===== src/rtl/clock_pkg.sv =====
// Shared time record, field limits and BCD helpers for the 12/24-hour timekeeper.
package clock_pkg;

   typedef struct packed {
      logic [4:0] hr;
      logic [5:0] min;
      logic [5:0] sec;
   } time_t;

   localparam logic [5:0] SEC_MAX = 6'd59;
   localparam logic [5:0] MIN_MAX = 6'd59;
   localparam logic [4:0] HR_MAX  = 5'd23;

   // HHMMSS in BCD, 24-hour: every digit a decimal digit and each field in range.
   function automatic logic bcd_time_valid(input logic [23:0] bcd);
      logic ok;
      ok = (bcd[23:20] <= 4'd2) && (bcd[19:16] <= 4'd9)
         && ((bcd[23:20] != 4'd2) || (bcd[19:16] <= 4'd3))
         && (bcd[15:12] <= 4'd5) && (bcd[11:8] <= 4'd9)
         && (bcd[7:4] <= 4'd5) && (bcd[3:0] <= 4'd9);
      return ok;
   endfunction

   function automatic time_t bcd_to_time(input logic [23:0] bcd);
      time_t t;
      t.hr  = {1'b0, bcd[23:20]} * 5'd10 + {1'b0, bcd[19:16]};
      t.min = {2'b00, bcd[15:12]} * 6'd10 + {2'b00, bcd[11:8]};
      t.sec = {2'b00, bcd[7:4]} * 6'd10 + {2'b00, bcd[3:0]};
      return t;
   endfunction

   function automatic int presc_width(input int ticks);
      return (ticks < 2) ? 1 : $clog2(ticks);
   endfunction

endpackage


===== src/rtl/bcd_time_conv.sv =====
// Binary time to display BCD HHMMSS, with 12-hour remapping of the hour field.
module bcd_time_conv
   import clock_pkg::*;
(
   input  time_t       t,
   input  logic        mode_24,
   output logic [23:0] bcd,
   output logic        pm
);

   // Inputs never exceed 59, so the tens digit is 0..5 and the ones digit
   // can be recovered in 4-bit (mod 16) arithmetic.
   function automatic logic [7:0] bin_to_bcd(input logic [5:0] v);
      logic [3:0] tens;
      logic [3:0] tens_x10;
      if (v >= 6'd50)      tens = 4'd5;
      else if (v >= 6'd40) tens = 4'd4;
      else if (v >= 6'd30) tens = 4'd3;
      else if (v >= 6'd20) tens = 4'd2;
      else if (v >= 6'd10) tens = 4'd1;
      else                 tens = 4'd0;
      tens_x10 = tens * 4'd10;
      return {tens, v[3:0] - tens_x10};
   endfunction

   logic [4:0] hr_disp;

   always_comb begin
      pm      = (t.hr >= 5'd12);
      hr_disp = t.hr;
      if (!mode_24) begin
         if (t.hr == 5'd0)       hr_disp = 5'd12;
         else if (t.hr > 5'd12)  hr_disp = t.hr - 5'd12;
      end
      bcd = {bin_to_bcd({1'b0, hr_disp}), bin_to_bcd(t.min), bin_to_bcd(t.sec)};
   end

endmodule


===== src/rtl/clock_12_24hr.sv =====
// Binary HH:MM:SS timekeeper with run-time 12/24-hour BCD display and a valid/ready set port.
// Optional alarm comparator enabled by defining CLOCK_ALARM_EN.
module clock_12_24hr
   import clock_pkg::*;
#(
   parameter int TICKS_PER_SEC = 1000,
   parameter int RESET_HOUR    = 0
) (
   input  logic        kh_clk,
   input  logic        reset,
   input  logic        run,
   input  logic        mode_24,
   input  logic        set_valid,
   output logic        set_ready,
   input  logic [23:0] set_time,
   output logic        set_err,
   output logic        sec_tick,
   output logic [23:0] disp_time,
   output logic        pm
`ifdef CLOCK_ALARM_EN
   ,
   input  logic [23:0] alarm_time,
   input  logic        alarm_ack,
   output logic        alarm
`endif
);

   localparam int             PW         = presc_width(TICKS_PER_SEC);
   localparam logic [PW-1:0]  PRESC_TC   = PW'(TICKS_PER_SEC - 1);
   localparam time_t          RESET_TIME = {5'(RESET_HOUR), 12'd0};

   logic [PW-1:0] presc_q, presc_d;
   time_t         time_q, time_d;
   logic          ready_q, ready_d;
   logic          set_err_q, set_err_d;
   logic          adv_q, adv_d;
   logic          sec_tick_q, sec_tick_d;
   logic [23:0]   disp_q, disp_d;
   logic          pm_q, pm_d;
   logic          xfer;
   logic          set_ok;
   time_t         conv_time;

   assign set_ready = ready_q & ~reset;

   always_comb begin
      xfer      = set_valid & set_ready;
      set_ok    = bcd_time_valid(set_time);
      presc_d   = presc_q;
      time_d    = time_q;
      adv_d     = 1'b0;
      set_err_d = 1'b0;
      // A transfer, valid or not, pre-empts any tick on the same edge.
      if (xfer) begin
         if (set_ok) begin
            time_d  = bcd_to_time(set_time);
            presc_d = '0;
         end else begin
            set_err_d = 1'b1;
         end
      end else if (run) begin
         if (presc_q == PRESC_TC) begin
            presc_d = '0;
            adv_d   = 1'b1;
            if (time_q.sec != SEC_MAX) begin
               time_d.sec = time_q.sec + 6'd1;
            end else begin
               time_d.sec = '0;
               if (time_q.min != MIN_MAX) begin
                  time_d.min = time_q.min + 6'd1;
               end else begin
                  time_d.min = '0;
                  time_d.hr  = (time_q.hr == HR_MAX) ? 5'd0 : time_q.hr + 5'd1;
               end
            end
         end else begin
            presc_d = presc_q + PW'(1);
         end
      end
      ready_d    = ~xfer;
      sec_tick_d = adv_q;
   end

   // Converting the reset time during reset makes the display valid on the first cycle out.
   assign conv_time = reset ? RESET_TIME : time_q;

   bcd_time_conv u_disp_conv (
      .t       (conv_time),
      .mode_24 (mode_24),
      .bcd     (disp_d),
      .pm      (pm_d)
   );

   always_ff @(posedge kh_clk) begin
      if (reset) begin
         presc_q    <= '0;
         time_q     <= RESET_TIME;
         ready_q    <= 1'b0;
         set_err_q  <= 1'b0;
         adv_q      <= 1'b0;
         sec_tick_q <= 1'b0;
      end else begin
         presc_q    <= presc_d;
         time_q     <= time_d;
         ready_q    <= ready_d;
         set_err_q  <= set_err_d;
         adv_q      <= adv_d;
         sec_tick_q <= sec_tick_d;
      end
      disp_q <= disp_d;
      pm_q   <= pm_d;
   end

   assign set_err   = set_err_q;
   assign sec_tick  = sec_tick_q;
   assign disp_time = disp_q;
   assign pm        = pm_q;

`ifdef CLOCK_ALARM_EN
   logic match_q, match_d;
   logic alarm_q, alarm_d;

   // Match is judged on the new internal time; the flag rises one edge later with the display.
   always_comb begin
      match_d = ((xfer & set_ok) | adv_d) & bcd_time_valid(alarm_time)
              & (time_d == bcd_to_time(alarm_time));
      alarm_d = match_q | (alarm_q & ~alarm_ack);
   end

   always_ff @(posedge kh_clk) begin
      if (reset) begin
         match_q <= 1'b0;
         alarm_q <= 1'b0;
      end else begin
         match_q <= match_d;
         alarm_q <= alarm_d;
      end
   end

   assign alarm = alarm_q;
`endif

endmodule


===== config.mk =====
export PLATFORM = sky130hd
export DESIGN_NAME = clock_12_24hr
export DESIGN_NICKNAME = d
export VERILOG_FILES = /design/src/rtl/clock_pkg.sv /design/src/rtl/bcd_time_conv.sv /design/src/rtl/clock_12_24hr.sv
export SDC_FILE = /design/constraint.sdc
export NUM_CORES = 1
export LEC_CHECK = 0
export BUFFER_PORTS_ARGS = -buffer_cell sky130_fd_sc_hd__buf_2
export CAP_MARGIN = 15
export CORE_MARGIN = 2
export CORE_UTILIZATION = 45
export CTS_BUF_LIST = sky130_fd_sc_hd__clkbuf_4 sky130_fd_sc_hd__clkbuf_8
export DETAILED_ROUTE_END_ITERATION = 10
export PLACE_DENSITY = 0.69
export SYNTH_ARGS = -nofsm -noshare
export SYNTH_HDL_FRONTEND = slang
export SYNTH_SLANG_ARGS = --single-unit

===== constraint.sdc =====
create_clock -name kh_clk -period 2.96 [get_ports kh_clk]
set_clock_uncertainty 0.05 [all_clocks]
set_input_delay 0.148 -clock kh_clk [delete_from_list [all_inputs] [get_ports kh_clk]]
set_output_delay 0.148 -clock kh_clk [all_outputs]
set_load 0.02 [all_outputs]

==> reports/qor_table.md, run 1 <==
| Metric | This run | Unit |
| --- | --- | --- |
| Syn Std Cell Area | 0.00346 | mm² |
| Critical path capture point type | register | - |
| Number of enable flip-flop cells after synthesis | 0 | - |
| Async S/R FF share, synth | 0 | % |
| WL per Instance | 13.8 | µm |
| Flop and latch count out of synthesis | 52 | - |
| Fillers | 702 | - |
| Root cell of the clock tree | clkbuf_8 | - |
| Clock latency of the later-clocked register in the worst-skew pair | 0.31 | ns |
| Mapped Cells | 431 | - |
| Worst hold path cell count | 3 | - |
| Placed wire-length estimate after detailed placement | 5920 | µm |
| Residual DRC | 0 | - |
| Slowest library cell on the worst path | fa_1 | - |
| Placer's final routability congestion estimate | 0.828 | - |
| Average instance area after synthesis | 8.04 | µm² |
| Count of hold buffers inserted by post-cts repair | 0 | - |
| Clock edge transition at the registers on the reported setup and hold paths | 0.09 | ns |
| Number of pins exceeding their max-slew limit in the final report | 0 | - |
| Number of warnings printed during yosys synthesis | 0 | - |
| Via density per instance | 5.58 | - |
| Remaining global-route overflow | 0 | - |
| Total CTS buffers | 5 | - |
| Setup violations, final | 0 | - |
| Largest family of logic cells by synthesized area | compound AO/OA/AOI/OAI gates | - |
| Pre-antenna DRT Iters | 5 | - |
| Count of nets left with antenna violations after detail routing | 0 | - |
| Final hold violation count | 0 | - |
| Setup tns final | 0 | ns |
| Smallest setup slack after layout | 0.386 | ns |
| Worst setup path class | reg2reg | - |
| CTS tree | done | - |
| Maximum single-stage delay on the critical path | 0.40 | ns |
| Flip-flop cell with the highest count after synthesis | dfxtp_1 | - |
| Multi-input gate area | 0.00222 | mm² |
| Largest fanout on the critical path | 2 | - |
| Storage element area | 0.00104 | mm² |
| Number of violations of the max-capacitance limit | 0 | - |
| Floorplan die width | 91.7 | µm |
| Highest ir drop seen on vdd | 176 | µV |
| Worst-margin pin slew | 0.789 | ns |
| Worst relative slew slack | 46.7 | % |
| Maximum number of pins on one net before global-route repair | 36 | - |
| Net count of the finished layout | 532 | - |
| Synth Area in Compound Gates | 22.8 | % |
| Number of placement rows | 31 | - |
| Total vias in the final route | 3196 | - |
| Leakage | 1.63 | nW |
| Final cycle utilization of the critical path | 87.0 | % |
| IO Pins | 57 | - |
| Height of the chip | 91.7 | µm |
| Status | completed | - |
| Initial antenna violation count | 0 | - |
| Core area | 0.00737 | mm² |
| Data required time of the critical path | 3.10 | ns |
| Floorplan die area | 0.00841 | mm² |
| Post-synthesis simple-gate area fraction | 22.7 | % |
| H-tree Lvls | 2 | - |
| Wire length of the first global-routing pass | 13500 | µm |
| Signal arrival time at the worst endpoint | 2.72 | ns |
| Port Buffers | 52 | - |
| Fraction of the yosys area taken by sequential cells | 30.1 | % |
| Top cell type's share of synthesized area | 30.1 | % |
| Synth-to-layout area growth | 12.9 | % |
| Commonest cells after routing, fill and taps aside | 52 x dfxtp_1, 52 x buf_2, 44 x nand2_1, 34 x o21ai_0, 31 x a21oi_1 | - |
| Clock Sink Count | 52 | - |
| Ordered cell list for the critical path | nand2_1 -> ha_1 -> or2_2 -> a211oi_1 -> or3_1 -> a31oi_1 -> or2_2 -> ha_1 -> inv_1 -> fa_1 | - |
| Count of different cell masters after synthesis | 63 | - |
| Classification of the worst-slack hold path | in2reg | - |
| Count of routing violations after the opening detailed-route iteration | 164 | - |
| Leading post-synthesis cells by cell area | dfxtp_1 30%, ha_1 8.7%, o21ai_0 4.9% | - |
| Cell type with the largest total area after synthesis | dfxtp_1 | - |
| Post-layout power | 1.42 | mW |
| Number of global-route vias before repair | 2924 | - |
| Mux share of post-synthesis cell area | 1.19 | % |
| Initial cell density of the core | 47.0 | % |
| Setup fix buffers added after clock tree synthesis | 0 | - |
| Number of cells upsized or downsized after cts | 0 | - |
| Placement Setup Slack | 0.348 | ns |
| RSZ-0062 raised after global routing | false | - |
| Depth of the worst register-to-register path | 10 | - |
| Overall track demand over capacity in global routing | 19.3 | % |
| Maximum frequency from static timing analysis | 388 | MHz |
| Antenna cell count | 0 | - |
| Xor/xnor share of the synthesized area | 4.80 | % |
| Power Dens Cells | 363 | mW/mm² |
| Post-layout min period | 2.57 | ns |
| Maximum clock insertion buffer count | 2 | - |
| Fraction of final layout cells sized beyond drive strength 1 | 16.2 | % |
| CP startpoint kind | register | - |
| Drt total wl | 7930 | µm |
| Adder and majority gate portion of the synthesized area | 12.1 | % |
-- worst paths after layout --
kind / startpoint / endpoint / slack (ns)
max: time_q[14] / disp_time[18] / 0.39
min reg2reg: adv_q / sec_tick / 0.39
min: reset / pm / 0.13
max reg2reg: time_q[14] / disp_time[18] / 0.39
-- registers in the layout, summed over array words and instances (netlist names) --
signal,cells
disp_time,20
time_q,17
presc_q,10
adv_q,1
pm,1
ready_q,1
sec_tick,1
set_err,1
-- kinds of logic (layout without fill, tap and decap cells) --
family / Yosys count / in the layout
compound gates: 123 / 123
mux: 4 / 4
xor+xnor: 19 / 19
other cells: 1 / 4
fa+ha+maj: 30 / 30
simple gates: 149 / 149
flops: 52 / 52
buf+inv: 53 / 93
-- stage by stage --
step	util (%)	std cells	hold slack, ns	area [µm²]
final	53.1	573	0.133	3910
after global routing	53.1	573	0.144	3910
after CTS	53.1	573	0.123	3910
after detailed placement	51.6	565	0.370	3800
after global placement	51.6	565	0.377	3800
after floorplan	-	434	0.312	3470
-- synthesized netlist by cell type, types with 14 or more instances --
cell,number
nor2_1,27
xnor2_1,14
clkbuf_1,22
a21oi_1,31
nor2b_1,15
o21ai_0,34
nand2_1,44
dfxtp_1,52
nand3_1,16
ha_1,24
inv_1,24
-- final cells by class --
type,count,share of cell area (%)
clock inverter,3,1.09
tap,99,3.17
clock buffer,5,1.76
timing repair buffer,61,8.38
sequential,52,26.6
inverter,24,2.30
multi-input combinational,329,56.7
-- where the power goes --
group / internal, mW / switching [mW]
Sequential: 0.706 / 0.00384
Combinational: 0.0912 / 0.127
Clock: 0.250 / 0.240
-- worst max-delay path, delay by kind of cell (launching register included) --
kind / cells / cell delay [ns]
fa+ha+maj: 3 / 0.86
simple gates: 4 / 0.85
flops: 1 / 0.34
compound gates: 2 / 0.29
buf+inv: 1 / 0.07
-- layer usage --
layer / global-route usage [%] / share of wire [%]
met4: 6.34 / 1.5
met2: 29.7 / 44
met1: 27.9 / 49
met3: 2.63 / 4.9
met5: 0 / 0
Power figures use the tool's default switching activity.
==> run 2: changes to the inputs <==
--- a/config.mk
+++ b/config.mk
@@ -8,10 +8,10 @@
 export BUFFER_PORTS_ARGS = -buffer_cell sky130_fd_sc_hd__buf_2
 export CAP_MARGIN = 15
 export CORE_MARGIN = 2
-export CORE_UTILIZATION = 45
+export CORE_UTILIZATION = 50
 export CTS_BUF_LIST = sky130_fd_sc_hd__clkbuf_4 sky130_fd_sc_hd__clkbuf_8
 export DETAILED_ROUTE_END_ITERATION = 10
-export PLACE_DENSITY = 0.69
+export PLACE_DENSITY = 0.75
 export SYNTH_ARGS = -nofsm -noshare
 export SYNTH_HDL_FRONTEND = slang
 export SYNTH_SLANG_ARGS = --single-unit
==> reports/qor_table.md, run 2 (synthesis gave the netlist of run 1 again) <==
| Metric | This run | Unit | Delta |
| --- | --- | --- | --- |
| Worst relative slew slack | 39.5 | % | -7.2 points |
| Count of routing violations after the opening detailed-route iteration | 116 | - | -29% |
| H-tree Lvls | 2 | - | unchanged |
| Fillers | 649 | - | -7.5% |
| Setup violations, final | 0 | - | unchanged |
| Drt total wl | 7810 | µm | -1.4% |
| Floorplan die area | 0.00761 | mm² | -9.6% |
| Critical path capture point type | register | - |  |
| RSZ-0062 raised after global routing | false | - |  |
| Storage element area | 0.00104 | mm² | unchanged |
| CP startpoint kind | register | - |  |
| Count of hold buffers inserted by post-cts repair | 0 | - | unchanged |
| Count of nets left with antenna violations after detail routing | 0 | - | unchanged |
| Max Used Layer | met4 | - |  |
| Height of the chip | 87.2 | µm | -4.9% |
| Worst Hold Slack | 0.122 | ns | -0.0108 ns |
| Wire length on met1 | 3660 | µm | -6.1% |
| Switching power summed over all nets | 0.369 | mW | -0.30% |
| Overall track demand over capacity in global routing | 21.4 | % | +2.1 points |
| Maximum clock insertion buffer count | 2 | - | unchanged |
| Proportion of total power due to net switching | 25.9 | % | -0.25 points |
| Number of violations of the max-capacitance limit | 0 | - | unchanged |
| Maximum frequency from static timing analysis | 362 | MHz | -6.9% |
| Flip-flop count of the largest register, all copies and words added | 20 | - | unchanged |
| Power Dens Cells | 367 | mW/mm² | +1.1% |
| Leakage | 1.64 | nW | +0.57% |
| Commonest cells after routing, fill and taps aside | 52 x dfxtp_1, 52 x buf_2, 44 x nand2_1, 34 x o21ai_0, 31 x a21oi_1 | - |  |
| CTS tree | done | - |  |
| Clock latency of the later-clocked register in the worst-skew pair | 0.32 | ns | about the same |
| Number of cells upsized or downsized after cts | 0 | - | unchanged |
| Antenna cell count | 0 | - | unchanged |
| Signal arrival time at the worst endpoint | 2.91 | ns | +0.19 ns |
| Maximum number of pins on one net before global-route repair | 36 | - | unchanged |
| Core area | 0.00676 | mm² | -8.3% |
| Remaining global-route overflow | 0 | - | unchanged |
| WL per Instance | 14.1 | µm | +1.8% |
| Internal power consumption | 1.06 | mW | +0.99% |
| Root cell of the clock tree | clkbuf_8 | - |  |
| Highest ir drop seen on vdd | 208 | µV | +18% |
| Setup tns final | 0 | ns | unchanged |
| Clock share of power | 35.1 | % | +0.5 points |
| Total CTS buffers | 5 | - | unchanged |
| Clock Sink Count | 52 | - | unchanged |
| Residual DRC | 0 | - | unchanged |
| Data required time of the critical path | 3.11 | ns | about the same |
| Final cycle utilization of the critical path | 93.4 | % | +6.4 points |
| Initial cell density of the core | 51.3 | % | +4.3 points |
| Classification of the worst-slack hold path | in2reg | - |  |
| Clock edge transition at the registers on the reported setup and hold paths | 0.09 | ns | about the same |
| Status | completed | - |  |
| Post-layout min period | 2.76 | ns | +0.190 ns |
| Synth-to-layout area growth | 12.5 | % |  |
| Initial antenna violation count | 0 | - | unchanged |
| Placed wire-length estimate after detailed placement | 5690 | µm | -3.9% |
| WL met3 | 389 | µm | +0.26% |
| Final hold violation count | 0 | - | unchanged |
| IO Pins | 57 | - | unchanged |
| Wire length of the first global-routing pass | 13200 | µm | -1.6% |
| Number of pins exceeding their max-slew limit in the final report | 0 | - | unchanged |
| Largest fanout on the critical path | 10 | - | +8 |
| Fraction of final layout cells sized beyond drive strength 1 | 16.4 | % | +0.18 points |
| Setup fix buffers added after clock tree synthesis | 0 | - | unchanged |
| Placer's final routability congestion estimate | 0.835 | - | +0.82% |
| Port Buffers | 52 | - | unchanged |
| Net count of the finished layout | 533 | - | +0.19% |
| Sum of met2 wire segment lengths after detailed routing | 3680 | µm | +4.7% |
| Via density per instance | 5.78 | - | +3.6% |
| Power share of the combinational group | 15.2 | % | -0.2 points |
| Reg power frac | 49.7 | % | -0.4 points |
| Total vias in the final route | 3206 | - | +0.31% |
| Floorplan die width | 87.2 | µm | -4.9% |
| Number of global-route vias before repair | 2929 | - | +0.17% |
| Worst setup path class | reg2reg | - |  |
| Worst-margin pin slew | 0.896 | ns | +0.107 ns |
| Number of placement rows | 30 | - | -3.2% |
| Pre-antenna DRT Iters | 4 | - | -1 |
| Multi-input gate area | 0.00222 | mm² | unchanged |
run 2: cell types whose count changed in the layout (fill, tap and decap cells not counted), sizes merged:
cell,delta
buf,+1
clkbuf,+1
clkinvlp,-1
run 2: area by class of cell:
class / instances / area share (%)
clock buffer: 6 / 1.96
clock inverter: 2 / 0.899
inverter: 24 / 2.31
multi-input combinational: 329 / 56.9
sequential: 52 / 26.7
tap: 80 / 2.57
timing repair buffer: 62 / 8.61
run 2: metal layers:
metal / track usage (%) / up-vias
met3: 4.27 / 7
met2: 34.4 / 94
met4: 5.59 / 0
met1: 29.3 / 1490
li1: - / 1615
met5: 0 / -
run 2: stage by stage:
stage | setup slack (ns) | cell area, µm² | utilization [%] | cells | total power [mW]
floorplan | 0.195 | 3470 | - | 434 | 0.876
global placement | 0.328 | 3780 | 56.0 | 547 | 0.937
detailed placement | 0.242 | 3780 | 56.0 | 547 | 0.941
CTS | 0.223 | 3890 | 57.6 | 555 | 1.43
global route | 0.00483 | 3890 | 57.6 | 555 | 1.50
finish | 0.196 | 3890 | 57.6 | 555 | 1.43
run 2: worst paths after layout:
kind / start / endpoint / slack, ns / cells past startpoint
worst min register to register: adv_q / sec_tick / 0.41 / 1
worst max-delay path: time_q[15] / disp_time[18] / 0.20 / 10
worst min-delay path: set_time[8] / time_q[6] / 0.12 / 3
worst max register to register: time_q[15] / disp_time[18] / 0.20 / 10
run 2: worst max-delay path, cell delays in order, from the launching register on:
cell and delay, ns:
dfxtp_1 0.49, nand2_1 0.10, ha_1 0.29, or2_2 0.29, a211oi_1 0.22, or3_1 0.19
a31oi_1 0.06, or2_2 0.32, ha_1 0.19, inv_1 0.07, fa_1 0.40
run 2: power by group through the flow:
stage	registers [mW]	logic (mW)	clock network, mW
6_report	0.710	0.216	0.501
5_1_grt	0.712	0.243	0.545
4_1_cts	0.710	0.217	0.507
3_5_place_dp	0.727	0.215	0
3_3_place_gp	0.726	0.210	0
2_1_floorplan	0.732	0.144	0
